--- src/rtl/mem_arbiter.sv ---
// Arbitrates one shared single-port memory between an instruction fetch port and a
// data port, with fetch starvation protection and a sticky timeout on mem_ready.
module mem_arbiter #(
  parameter int N          = 64,
  parameter int STARVE_MAX = 4,
  parameter int TIMEOUT    = 16
) (
  input  logic         clk,
  input  logic         reset,
  input  logic         i_req,
  input  logic [31:0]  i_adr,
  output logic         i_ack,
  output logic [31:0]  i_rdata,
  input  logic         d_req,
  input  logic [1:0]   d_we,
  input  logic         d_dword,
  input  logic [N-1:0] d_adr,
  input  logic [N-1:0] d_wdata,
  output logic         d_ack,
  output logic [N-1:0] d_rdata,
  output logic         mem_req,
  output logic [1:0]   mem_we,
  output logic         mem_dword,
  output logic [N-1:0] mem_adr,
  output logic [N-1:0] mem_wdata,
  input  logic [N-1:0] mem_rdata,
  input  logic         mem_ready,
  output logic         stall,
  output logic         err
);

  localparam int WW = $clog2(TIMEOUT + 1);
  localparam logic [2:0]    STARVE_LIM = 3'(STARVE_MAX);
  localparam logic [WW-1:0] WAIT_LIM   = WW'(TIMEOUT - 1);

  typedef enum logic [1:0] {IDLE, BUSY_I, BUSY_D} state_t;

  state_t        state, state_nxt;
  logic          grant_i, grant_d, done, abort;
  logic          i_elig, d_elig;
  logic [2:0]    starve_cnt;
  logic [WW-1:0] wait_cnt;

  // A port whose ack is showing is still holding its finished request.
  assign i_elig = i_req & ~i_ack;
  assign d_elig = d_req & ~d_ack;
  assign stall  = i_elig | d_elig;

  always_ff @(posedge clk or negedge reset) begin
    if (!reset) state <= IDLE;
    else        state <= state_nxt;
  end

  always_comb begin
    state_nxt = state;
    grant_i   = 1'b0;
    grant_d   = 1'b0;
    done      = 1'b0;
    abort     = 1'b0;
    case (state)
      IDLE: begin
        if (d_elig && !(i_elig && starve_cnt == STARVE_LIM)) begin
          grant_d   = 1'b1;
          state_nxt = BUSY_D;
        end else if (i_elig) begin
          grant_i   = 1'b1;
          state_nxt = BUSY_I;
        end
      end
      BUSY_I, BUSY_D: begin
        if (mem_ready) begin
          done      = 1'b1;
          state_nxt = IDLE;
        end else if (wait_cnt == WAIT_LIM) begin
          abort     = 1'b1;
          state_nxt = IDLE;
        end
      end
      default: state_nxt = IDLE;
    endcase
  end

  always_ff @(posedge clk or negedge reset) begin
    if (!reset) begin
      mem_req    <= 1'b0;
      mem_we     <= 2'b00;
      mem_dword  <= 1'b0;
      mem_adr    <= '0;
      mem_wdata  <= '0;
      i_ack      <= 1'b0;
      d_ack      <= 1'b0;
      i_rdata    <= '0;
      d_rdata    <= '0;
      starve_cnt <= '0;
      wait_cnt   <= '0;
      err        <= 1'b0;
    end else begin
      i_ack <= 1'b0;
      d_ack <= 1'b0;

      if (grant_i) begin
        mem_req    <= 1'b1;
        mem_we     <= 2'b00;
        mem_dword  <= 1'b0;
        mem_adr    <= {{(N-32){1'b0}}, i_adr};
        mem_wdata  <= '0;
        wait_cnt   <= '0;
        starve_cnt <= '0;
      end

      if (grant_d) begin
        mem_req   <= 1'b1;
        mem_we    <= d_we;
        mem_dword <= d_dword | d_we[1];
        mem_adr   <= d_adr;
        mem_wdata <= d_wdata;
        wait_cnt  <= '0;
        // Only a fetch that is actually waiting counts as being passed over.
        if (i_elig && starve_cnt != STARVE_LIM)
          starve_cnt <= starve_cnt + 3'd1;
      end

      if (done || abort) begin
        mem_req  <= 1'b0;
        wait_cnt <= '0;
        if (abort) err <= 1'b1;
        if (state == BUSY_I) begin
          i_ack <= 1'b1;
          if (abort)           i_rdata <= '0;
          else if (mem_adr[2]) i_rdata <= mem_rdata[63:32];
          else                 i_rdata <= mem_rdata[31:0];
        end else begin
          d_ack <= 1'b1;
          if (abort)                 d_rdata <= '0;
          else if (mem_we == 2'b00)  d_rdata <= mem_rdata;
        end
      end else if (state != IDLE) begin
        wait_cnt <= wait_cnt + 1'b1;
      end
    end
  end

endmodule

--- config.mk ---
export PLATFORM = sky130hd
export DESIGN_NAME = mem_arbiter
export DESIGN_NICKNAME = d
export VERILOG_FILES = /design/src/rtl/mem_arbiter.sv
export SDC_FILE = /design/constraint.sdc
export NUM_CORES = 1
export LEC_CHECK = 0
export ABC_AREA = 1
export BUFFER_PORTS_ARGS = -buffer_cell sky130_fd_sc_hd__buf_2
export CAP_MARGIN = 0
export CORE_AREA = 4 4 176 178
export DETAILED_ROUTE_END_ITERATION = 10
export DIE_AREA = 0 0 180 182
export GPL_ROUTABILITY_DRIVEN = 0
export PLACE_DENSITY = 0.65
export SYNTH_ARGS = -nofsm -noshare
export SYNTH_HDL_FRONTEND = slang
export SYNTH_SLANG_ARGS = --single-unit
--- constraint.sdc ---
create_clock -name clk -period 4.7 [get_ports clk]
set_input_delay 0.94 -clock clk [delete_from_list [all_inputs] [get_ports clk]]
set_output_delay 0.94 -clock clk [all_outputs]
set_load 0.005 [all_outputs]
Word level (Yosys, flattened, before mapping) --
Cells that the tools add are included.
Storage, ports and cells: register bits 241, logic and storage cells 87, input bits 232
Operators by class: $add $sub $neg 2, bitwise operators 7, multiplexer cells 41, reductions and logical operators 17, equality and inequality tests 7
Operator list (count):
- $mux W64 | 6
- $mux W32 | 2
- $mux W5 | 4
- $mux W1 | 19
- $mux W2 | 6
- $mux W3 | 3
- $ne A3 B3 Y1 const B | 3
- $reduce_and A2 Y1 | 3
- $reduce_bool A2 Y1 | 3
- $add A5 B1 Y5 const B | 1
- $eq A5 B4 Y1 const B | 1
- $logic_not A2 Y1 | 2
- $pmux W2 S2 | 1
- $reduce_bool A4 Y1 | 1
- $add A3 B1 Y3 const B | 1
- $eq A3 B3 Y1 const B | 1
- $logic_and A1 B1 Y1 | 3
- $not A1 Y1 | 3
- $reduce_and A3 Y1 | 1
- $reduce_bool A3 Y1 | 1
- $and A1 B1 Y1 | 2
- $eq A2 B1 Y1 const B | 1
- $eq A2 B2 Y1 const B | 1
- $or A1 B1 Y1 | 2
- other kinds (3) | 3

Depth between registers and ports, before layout --
Gate-level depths: netlist (run 1).
depth after elaboration 11, gate-level depth with buffers 11

Least setup slack after synthesis (run 1) --
Ideal clock, no wire load.
path type in2out, start input d_req, end output stall, stages 2, buffers on the path 0, setup slack 2648 ps, data arrival time 1112 ps, data required time 3760 ps, path through nand2_1 > nand2_1
Between the ends: longest elaborated chain between the ends 2
Ends and longest elaborated chain:
- start: declaration | RTL line 14 | input logic d_req,
- $and A1 B1 Y1 | RTL line 46 | assign d_elig = d_req & ~d_ack;
- $or A1 B1 Y1 | RTL line 47 | assign stall = i_elig | d_elig;
- end: declaration | RTL line 28 | output logic stall,
No other way between the ends.

Worst setup path after layout (run 1) --
start register state[0], end register mem_adr[9]
Between the ends: longest elaborated chain between the ends 3, elaborated cells on any way between the ends 5, classes of those cells mux: 3; reduce/logical: 2
Ends and longest elaborated chain:
- start: declaration | RTL line 38 | state_t state, state_nxt;
- start signal: assignment | RTL line 51 | else state <= state_nxt;
- $logic_not A2 Y1 * | RTL line 60 | case (state)
- $mux W1 | RTL line 60
- $mux W64 / $reduce_bool A2 Y1 (equally long branches)
- end signal: assignment | RTL line 105 | mem_adr <= {{(N-32){1'b0}}, i_adr};
- end signal: assignment | RTL line 115 | mem_adr <= d_adr;
- end: declaration | RTL line 24 | output logic [N-1:0] mem_adr,
Every way passes the cells marked *; elsewhere a longest branch is shown, timed or not. A chain may end at the register's enable or synchronous reset.

==> metrics.cfg, run 1 <==
[status]
outcome=finished clean

[detailed_routing]
wire_per_inst_um=16.4
dr.pass1.iters=5
ant_nets=0
wirelength_um=35800
drt-initial-drc-count=708
vias=10200
via_per_inst=4.66
drcViolationCount=0

[floorplanning]
start_util_pct=37.4
die_x_um=180
core_um2=29400
die_area_um2=32800
ios=464
rows=63
die_h_um=182

[clock_network]
root_buffer=clkbuf_16
hold_buffers=0
h-tree-depth=1
clock_latency_ns=0.54
numCtsBuffers=28
cts_tree=done
cts.sinks=241
cts_max_path_buffers=3
path_clk_slew_ns=0.06
cts_resized=0
postCtsSetupBuffers=0

[timing]
fin_crit_sh_pct=55.9
setup_slack_ns=2.07
max_slew_margin_pct=31.5
timing.fmax_mhz=381
rsz0062_at_grt=no
worstMarginPinSlew_ns=1.03
setup_viol=0
slew_viol_final=0
finalHoldViolations=0
fin_skew_ns=0.00738
fin_tns_setup_ns=0
whs_ns=0.417
min_period_ns=2.63

[place]
place_inst=2128
port_buffers=463
hpwl_um=25700
dpl_cell_area_um2=13500
post-place-ws_ns=1.66

[yosys]
synth-main-ff-cell=dfrtp_1
syn_inst=1342
synth.net_count=1581
yosysMostFrequentCell=nand2_1
synth-seq-area-share_pct=54.9
synth_seq_cells=241
syn_area_um2=11000
async_reset_ff_share_pct=100
synth.avg_cell_area_um2=8.19
yosys_warnings=0
synth_area_leaders=dfrtp_1 (55%), nand2_1 (15%), inv_1 (7.3%), o21ai_1 (5.1%), o21ai_0 (4.1%)
synth_edf_count=0
synth_commonest_cells=nand2_1 (443), dfrtp_1 (241), inv_1 (213)
synthDistinctLibCells=23
synth_top_area_share_pct=54.9
yosysTopAreaCell=dfrtp_1

[worst_setup_path]
cp_max_fo=84
startpoint=state[0]
arrival_ns=3.10
r2r_slack_ns=2.07
worst_setup_path_start_kind=register
critPathRequiredTime_ns=5.18
crit_type=reg -> reg
end_kind=register
r2r_cells=8
reg2reg_from=state[0]
r2r-end=mem_adr[9]

[finish]
nNetsFinal=2007
final_util_pct=49.0
ff_latch_area_um2=6030
multi_input_area_um2=3730
area_growth_pct=31.0
final_cells=2184
layout-drive-gt1-share_pct=33.2
stdcell_area_um2=14400
fillers=2957

[grt]
grt_max_degree=98
grt_use_total_pct=21.1
antenna_found_initial=9
grt_pass1_vias=10300
overflow=0
grt_pass1_wl_um=56600

[power]
leakage_nw=8.60
ir_drop_v=0.000316
finalPower_mw=8.97
power_density_nw_per_um2=623

[min_path]
min_path_type=in -> async

[job]
maxCapViolCount=0

## report_power, final
part	total [mW]	switching (mW)	internal, mW
sequential	3.50	0.526	2.97
combinational	3.36	2.00	1.36
clock	2.11	0.866	1.24
## routing by layer
metal / vias to the layer above / track usage [%] / wire, um
met1: 4753 / 26.8 / 14800
met3: 89 / 5.61 / 2640
met5: - / 0 / 34
met2: 357 / 34.5 / 17000
met4: 6 / 8.08 / 1340
li1: 4972 / - / -
## layout by cell type (no fill, tap or decap), types with 2 or more instances in the layout
cell type	netlist	final
nand2_1	443	442
nand3_1	36	36
inv_2	2	2
nand4_1	36	36
nor2_1	8	8
o21ai_0	90	90
nand3_4	1	2
clkbuf_8	0	4
o21ai_1	112	111
inv_1	213	213
buf_2	31	462
clkinv_2	0	5
clkbuf_16	0	29
dfrtp_1	241	241
nand2_4	0	2
clkbuf_1	25	9
or2_2	65	65
buf_4	6	8
diode_2	0	6
buf_12	0	3
o21ai_2	4	5
ha_1	7	7
## logic make-up after synthesis
logic type      after synthesis  share of synthesized area [%]
simple gates                594                           23.3
xor+xnor                      1                         0.0797
flops                       241                           54.9
fa+ha+maj                     7                          0.797
compound gates              206                           9.51
buf+inv                     293                           11.4
## how the worst max path moves through the flow
stage                  end  cells after the start
2_1_floorplan        stall                      2
3_3_place_gp    mem_adr[1]                      9
3_5_place_dp    mem_adr[9]                      9
4_1_cts        mem_adr[13]                      8
5_1_grt        mem_adr[13]                      8
6_report        mem_adr[9]                      8
## final cells by class
cell class | count | share of cell area [%]
Timing Repair Buffer | 474 | 17.0
Tap cell | 390 | 3.39
Multi-Input combinational cell | 808 | 25.9
Clock buffer | 42 | 5.66
Antenna cell | 6 | 0.104
Sequential cell | 241 | 41.9
Inverter | 215 | 5.60
Clock inverter | 8 | 0.495
## sequential cells by signal, summed over array words and instances (netlist names), 2 cells and up
signal,flops
d_rdata,64
mem_wdata,64
mem_adr,64
state,2
mem_we,2
wait_cnt,5
starve_cnt,3
i_rdata,32
## critical path, cell delays in order, from the launching register on
cell and delay [ns]:
dfrtp_1 0.40, inv_1 0.09, ha_1 0.40, nand2_4 0.57, inv_2 0.72, nand2_1 0.14, inv_1 0.08, nand2_1 0.05
nand2_1 0.05
No activity file was read; power rests on OpenSTA's default activity.
==> run 2, diff against run 1 <==
--- a/config.mk
+++ b/config.mk
@@ -8,11 +8,11 @@
 export ABC_AREA = 1
 export BUFFER_PORTS_ARGS = -buffer_cell sky130_fd_sc_hd__buf_2
 export CAP_MARGIN = 0
-export CORE_AREA = 4 4 176 178
+export CORE_AREA = 4 4 178 180
 export DETAILED_ROUTE_END_ITERATION = 10
-export DIE_AREA = 0 0 180 182
+export DIE_AREA = 0 0 182 184
 export GPL_ROUTABILITY_DRIVEN = 0
-export PLACE_DENSITY = 0.65
+export PLACE_DENSITY = 0.66
 export SYNTH_ARGS = -nofsm -noshare
 export SYNTH_HDL_FRONTEND = slang
 export SYNTH_SLANG_ARGS = --single-unit
==> constraint.sdc (replaced) <==
create_clock -name clk -period 2.34 [get_ports clk]
set_input_delay 0.468 -clock clk [delete_from_list [all_inputs] [get_ports clk]]
set_output_delay 0.468 -clock clk [all_outputs]
set_load 0.005 [all_outputs]
==> metrics.cfg, run 2 (synthesis results as in run 1) <==
[detailed_routing]
via_per_inst=4.64  ; -0.42%
met2_length_um=16900  ; -0.38%
ant_nets=0  ; unchanged
wl_met3_um=2630  ; -0.19%
wire_per_inst_um=16.0  ; -2.4%
dr.pass1.iters=5  ; unchanged
vias=10200  ; +0.30%
drcViolationCount=0  ; unchanged
wirelength_um=35200  ; -1.7%
drt-initial-drc-count=605  ; -15%
top_layer=met5
met1_length_um=14300  ; -3.4%

[grt]
grt_max_degree=105  ; +7.1%
antenna_found_initial=7  ; -2
grt_pass1_vias=10100  ; -2.2%
grt_use_total_pct=20.0  ; -1.1 points
overflow=0  ; unchanged
grt_pass1_wl_um=54600  ; -3.6%

[power]
ir_drop_v=0.000579  ; +83%
swShare_pct=37.2  ; -0.66 points
leakage_nw=8.70  ; +1.2%
switchingPower_mw=6.85  ; +100%
p_comb_share_pct=37.8  ; +0.3 points
seqPwrFrac_pct=37.9  ; -1.1 points
power_density_nw_per_um2=1260  ; +100%
internal_power_mw=11.6  ; +110%
pwr-share-clk_pct=24.4  ; +0.9 points

[timing]
fin_tns_setup_ns=0  ; unchanged
slew_viol_final=0  ; unchanged
rsz0062_at_grt=no
setup_viol=0  ; unchanged
fin_skew_ns=0.0217  ; +0.0143 ns
setup_slack_ns=0.184  ; -1.89 ns
finalHoldViolations=0  ; unchanged
min_period_ns=2.16  ; -0.470 ns
worstMarginPinSlew_ns=0.934  ; -0.0938 ns
max_slew_margin_pct=37.7  ; +6.2 points
fin_crit_sh_pct=92.1  ; +36 points
timing.fmax_mhz=464  ; +22%

[floorplanning]
ios=464  ; unchanged
die_h_um=184  ; +1.1%
core_um2=30200  ; +2.7%
start_util_pct=36.4  ; -0.97 points
rows=64  ; +1.6%
die_area_um2=33500  ; +2.2%
die_x_um=182  ; +1.1%

[clock_network]
cts_max_path_buffers=3  ; unchanged
path_clk_slew_ns=0.06  ; about the same
hold_buffers=1  ; +1
cts_resized=0  ; unchanged
cts_tree=done
numCtsBuffers=27  ; -3.6%
root_buffer=clkbuf_16
cts.sinks=241  ; unchanged
postCtsSetupBuffers=0  ; unchanged
clock_latency_ns=0.54  ; about the same
h-tree-depth=1  ; unchanged

[worst_setup_path]
crit_buf_inv=0  ; -3
cp_top_family=simple AND/OR/NAND/NOR gates
worst_path_largest_cell_delay_ns=0.66  ; -0.06 ns
end_kind=register
crit_type=reg -> reg
arrival_ns=2.62  ; -0.48 ns
path_cells=ha_1, nand2_1, nor2_1, ha_1, o21ai_2, nor2_4, nand4_1, nand2_1
cp_max_fo=33  ; -61%
critPathRequiredTime_ns=2.81  ; -2.37 ns
worst_setup_path_start_kind=register
crit_slowest_cell=nor2_4

[finish]
reg_top3=d_rdata (64), mem_adr (64), mem_wdata (64)
final_cell_mix=buf_2 (462), nand2_1 (442), dfrtp_1 (241), inv_1 (213), o21ai_1 (111)
nNetsFinal=2018  ; +0.55%
fillers=2926  ; -1.0%
layout-drive-gt1-share_pct=33.7  ; +0.52 points
area_growth_pct=33.0
final_common_cell=buf_2

[status]
outcome=finished clean

[min_path]
min_path_type=in -> reg

[place]
port_buffers=463  ; unchanged
hpwl_um=25200  ; -1.8%
post-place-ws_ns=0.199  ; -1.46 ns

[job]
maxCapViolCount=0  ; unchanged

run 2: cell types whose count changed in the layout (fill, tap and decap cells not counted), moves of 2 or more:
| cell | previous run | this run |
|---|---|---|
| clkbuf_16 | 29 | 27 |
| buf_12 | 3 | 9 |
| clkinvlp_4 | 1 | 3 |
| buf_4 | 8 | 13 |
| clkbuf_8 | 4 | 2 |
| bufinv_16 | 1 | 5 |
| clkbuf_1 | 9 | 6 |
run 2: worst register-to-register path: stages, from the launching register on:
cell	delay [ns]
dfrtp_1	0.39
ha_1	0.18
nand2_1	0.07
nor2_1	0.09
ha_1	0.26
o21ai_2	0.12
nor2_4	0.66
nand4_1	0.20
nand2_1	0.12
run 2: per-layer routing:
| layer | track usage, % | up-vias |
|---|---|---|
| met5 | 0 | - |
| met4 | 7.60 | 6 |
| met3 | 4.75 | 86 |
| met2 | 33.3 | 377 |
| met1 | 25.4 | 4754 |
| li1 | - | 4985 |
run 2: path summary, 6_finish.rpt:
path / startpoint / to / slack (ns) / depth (start not counted)
min in group asynchronous: reset / d_rdata[11] / 0.48 / 2
min reg2reg: err / err / 0.46 / 2
max reg2reg: wait_cnt[0] / i_rdata[21] / 0.18 / 8
max: wait_cnt[0] / i_rdata[21] / 0.18 / 8
min: d_adr[57] / mem_adr[57] / 0.16 / 3
max in group asynchronous: reset / mem_adr[52] / 1.10 / 3
run 2: metrics by stage:
stage | hold WS (ns) | instance area (um^2) | power [mW] | std cells | utilization [%]
2_1_floorplan | 0.172 | 11000 | 10.7 | 1342 | -
3_3_place_gp | 0.444 | 13700 | 13.9 | 2145 | 45.3
3_5_place_dp | 0.450 | 13700 | 14.0 | 2145 | 45.3
4_1_cts | 0.129 | 14600 | 18.6 | 2195 | 48.4
5_1_grt | 0.156 | 14600 | 19.8 | 2199 | 48.4
6_report | 0.158 | 14600 | 18.4 | 2200 | 48.4
run 2: cell type report:
cell class | count | area, um^2 | area share (%)
Clock inverter | 14 | 206 | 1.41
Antenna cell | 5 | 12.5 | 0.0856
Timing Repair Buffer | 486 | 2620 | 17.9
Inverter | 215 | 807 | 5.52
Clock buffer | 35 | 726 | 4.96
Tap cell | 396 | 495 | 3.39
Sequential cell | 241 | 6030 | 41.2
Multi-Input combinational cell | 808 | 3730 | 25.5
run 2: power groups by stage:
| stage | Sequential [mW] | Clock [mW] | Combinational, mW |
|---|---|---|---|
| 5_1_grt | 7.17 | 4.80 | 7.86 |
| 6_report | 6.97 | 4.48 | 6.95 |
| 2_1_floorplan | 7.06 | 0 | 3.66 |
| 3_3_place_gp | 6.96 | 0 | 6.89 |
| 4_1_cts | 6.96 | 4.61 | 7.07 |
| 3_5_place_dp | 6.98 | 0 | 7.05 |
==> run 3, diff against run 2 <==
==> config.mk (replaced) <==
export PLATFORM = sky130hd
export DESIGN_NAME = mem_arbiter
export DESIGN_NICKNAME = d
export VERILOG_FILES = /design/src/rtl/mem_arbiter.sv
export SDC_FILE = /design/constraint.sdc
export NUM_CORES = 1
export LEC_CHECK = 0
export ABC_AREA = 0
export BUFFER_PORTS_ARGS = -buffer_cell sky130_fd_sc_hd__buf_2
export CAP_MARGIN = 0
export CORE_AREA = 4 4 177 179
export DETAILED_ROUTE_END_ITERATION = 10
export DIE_AREA = 0 0 181 183
export GPL_ROUTABILITY_DRIVEN = 0
export SYNTH_ARGS = -nofsm -noshare
export SYNTH_HDL_FRONTEND = slang
export SYNTH_SLANG_ARGS = --single-unit
==> metrics.cfg, run 3 <==
[timing]
max_slew_margin_pct=52.1  ; +14 points
setup_viol=0  ; unchanged
rsz0062_at_grt=no
fin_crit_sh_pct=94.1  ; +2.0 points
timing.fmax_mhz=454  ; -2.1%
fin_skew_ns=0.0153  ; -0.00636 ns
worstMarginPinSlew_ns=0.715  ; -0.219 ns
finalHoldViolations=0  ; unchanged
min_period_ns=2.20  ; +0.0459 ns
fin_tns_setup_ns=0  ; unchanged
slew_viol_final=0  ; unchanged

[grt]
grt_pass1_wl_um=47600  ; -13%
grt_pass1_vias=8139  ; -19%
antenna_found_initial=1  ; -6
overflow=0  ; unchanged
grt_use_total_pct=17.8  ; -2.2 points
grt_max_degree=75  ; -29%

[finish]
final_cell_mix=buf_2 (462), dfrtp_1 (240), nand2_1 (199), a22o_1 (99), o21ai_0 (96)
reg_top3=d_rdata (64), mem_adr (64), mem_wdata (64)
area_growth_pct=38.9
stdcell_area_um2=13500  ; -7.8%
layout-drive-gt1-share_pct=40.2  ; +6.4 points
nNetsFinal=1553  ; -23%
antennaDiodeCount=0  ; -5
final_common_cell=buf_2

[yosys]
synthDistinctLibCells=31  ; +35%
synth.net_count=1111  ; -30%
synth_commonest_cells=dfrtp_1 (241), nand2_1 (201), a22o_1 (99)
syn_inst=872  ; -35%
yosysMostFrequentCell=dfrtp_1
synth.avg_cell_area_um2=11.1  ; +36%
yosys_warnings=0  ; unchanged
syn_area_um2=9710  ; -12%
async_reset_ff_share_pct=100  ; unchanged
synth-main-ff-cell=dfrtp_1
synth_area_leaders=dfrtp_1 (62%), a22o_1 (8.9%), nand2_1 (7.8%), o21ai_0 (5.0%), mux2i_1 (3.5%)
synth_top_area_share_pct=62.1  ; +7.3 points
synth_seq_cells=241  ; unchanged
synth-seq-area-share_pct=62.1  ; +7.3 points
yosysTopAreaCell=dfrtp_1
synth_edf_count=0  ; unchanged

[clock_network]
cts_tree=done
h-tree-depth=1  ; unchanged
cts_max_path_buffers=3  ; unchanged
cts.sinks=241  ; unchanged
root_buffer=clkbuf_16
path_clk_slew_ns=0.06  ; about the same
postCtsSetupBuffers=0  ; unchanged
clock_latency_ns=0.53  ; about the same
numCtsBuffers=26  ; -3.7%

[floorplanning]
rows=63  ; -1.6%
die_area_um2=33100  ; -1.1%
core_um2=29600  ; -2.1%
die_x_um=181  ; -0.55%
die_h_um=183  ; -0.54%
start_util_pct=32.8  ; -3.6 points
ios=464  ; unchanged

[worst_setup_path]
crit_buf_inv=3  ; +3
arrival_ns=1.73  ; -0.89 ns
worst_setup_path_start_kind=register
end_kind=primary output
cp_max_fo=4  ; -88%
cp_top_family=simple AND/OR/NAND/NOR gates
critPathRequiredTime_ns=1.87  ; -0.94 ns
crit_type=reg -> out
path_cells=nor2b_1, buf_4, nor2_1, inv_1, buf_2
worst_path_largest_cell_delay_ns=0.38  ; -0.28 ns
crit_slowest_cell=dfrtp_1

[detailed_routing]
dr.pass1.iters=4  ; -1
drt-initial-drc-count=399  ; -34%
drcViolationCount=0  ; unchanged
via_per_inst=4.78  ; +3.0%
wirelength_um=31600  ; -10%
wire_per_inst_um=18.4  ; +15%
vias=8236  ; -19%
ant_nets=0  ; unchanged

[power]
power_density_nw_per_um2=1340  ; +6.4%
leakage_nw=7.28  ; -16%
ir_drop_v=0.000552  ; -4.6%

[min_path]
min_path_type=in -> reg

[place]
hpwl_um=23200  ; -7.8%
dpl_cell_area_um2=12500  ; -8.2%
port_buffers=463  ; unchanged

[status]
outcome=finished clean

[job]
maxCapViolCount=0  ; unchanged

==> run 3: cell types whose count changed after synthesis, sizes merged, moves of 3 or more <==
cell	delta
mux2i	+34
nand4	-36
nand3	-27
or2	-65
o31ai	+32
nor2	-7
inv	-204
nand2	-244
o41ai	+3
nor2b	+5
a22o	+99
o21ai	-106
a21oi	+4
o22ai	+33
==> run 3: routing by layer <==
| metal | vias to the layer above | track usage, % | share of wire, % | wire [um] |
|---|---|---|---|---|
| li1 | 3964 | - | - | - |
| met1 | 3917 | 23.0 | 42 | 13100 |
| met2 | 305 | 30.4 | 49 | 15500 |
| met3 | 48 | 4.20 | 7.1 | 2260 |
| met4 | 2 | 4.53 | 2.2 | 703 |
| met5 | - | 0 | 0.063 | 20 |
==> run 3: area by class of cell <==
type / instances / area, um^2
Fill cell: 2852 / 16100
Sequential cell: 241 / 6030
Clock inverter: 12 / 191
Multi-Input combinational cell: 545 / 3260
Clock buffer: 36 / 739
Tap cell: 390 / 488
Inverter: 11 / 41.3
Timing Repair Buffer: 489 / 2730
==> run 3: through the flow <==
step	cells	total power [mW]	utilization (%)	hold slack [ns]	setup WS, ns
after floorplan	872	10.4	-	0.172	0.351
after global placement	1675	13.7	42.4	0.384	0.329
after detailed placement	1675	13.8	42.4	0.385	0.273
after CTS	1724	18.4	45.6	0.139	0.110
after global routing	1724	19.3	45.6	0.145	0.0362
final	1724	18.0	45.6	0.163	0.138
==> run 3: power by group <==
| part | leakage, nW | total, mW | switching (mW) | internal (mW) |
|---|---|---|---|---|
| clock network | 0.456 | 4.45 | 1.69 | 2.76 |
| logic | 3.76 | 6.67 | 3.56 | 3.11 |
| registers | 3.06 | 6.93 | 0.985 | 5.95 |
==> run 3: final timing paths <==
kind                        startpoint          end  slack (ns)  cells after the start
setup / recovery                 d_ack        stall        0.14                      5
hold / removal               d_adr[59]  mem_adr[59]        0.16                      2
setup reg to reg           wait_cnt[0]   d_rdata[1]        0.29                      8
hold reg to reg            i_rdata[31]  i_rdata[31]        0.47                      2
max in group asynchronous        reset   mem_adr[2]        1.14                      3
min in group asynchronous        reset  i_rdata[23]        0.45                      2
==> run 3: timing repair <==
item / 4_1_cts / 5_1_grt
endpoints found under the hold margin: 34 / 0
setup endpoints to repair: 0 / 0
resized for setup: 0 / 0
hold buffers: 1 / 0
==> run 3: kinds of logic (layout without fill, tap and decap cells) <==
group	after synthesis	after routing	synth area share, %
fa+ha+maj	7	7	0.902
flops	241	241	62.1
mux	34	34	3.51
compound gates	274	274	19.4
buf+inv	86	548	4.55
simple gates	230	230	9.47
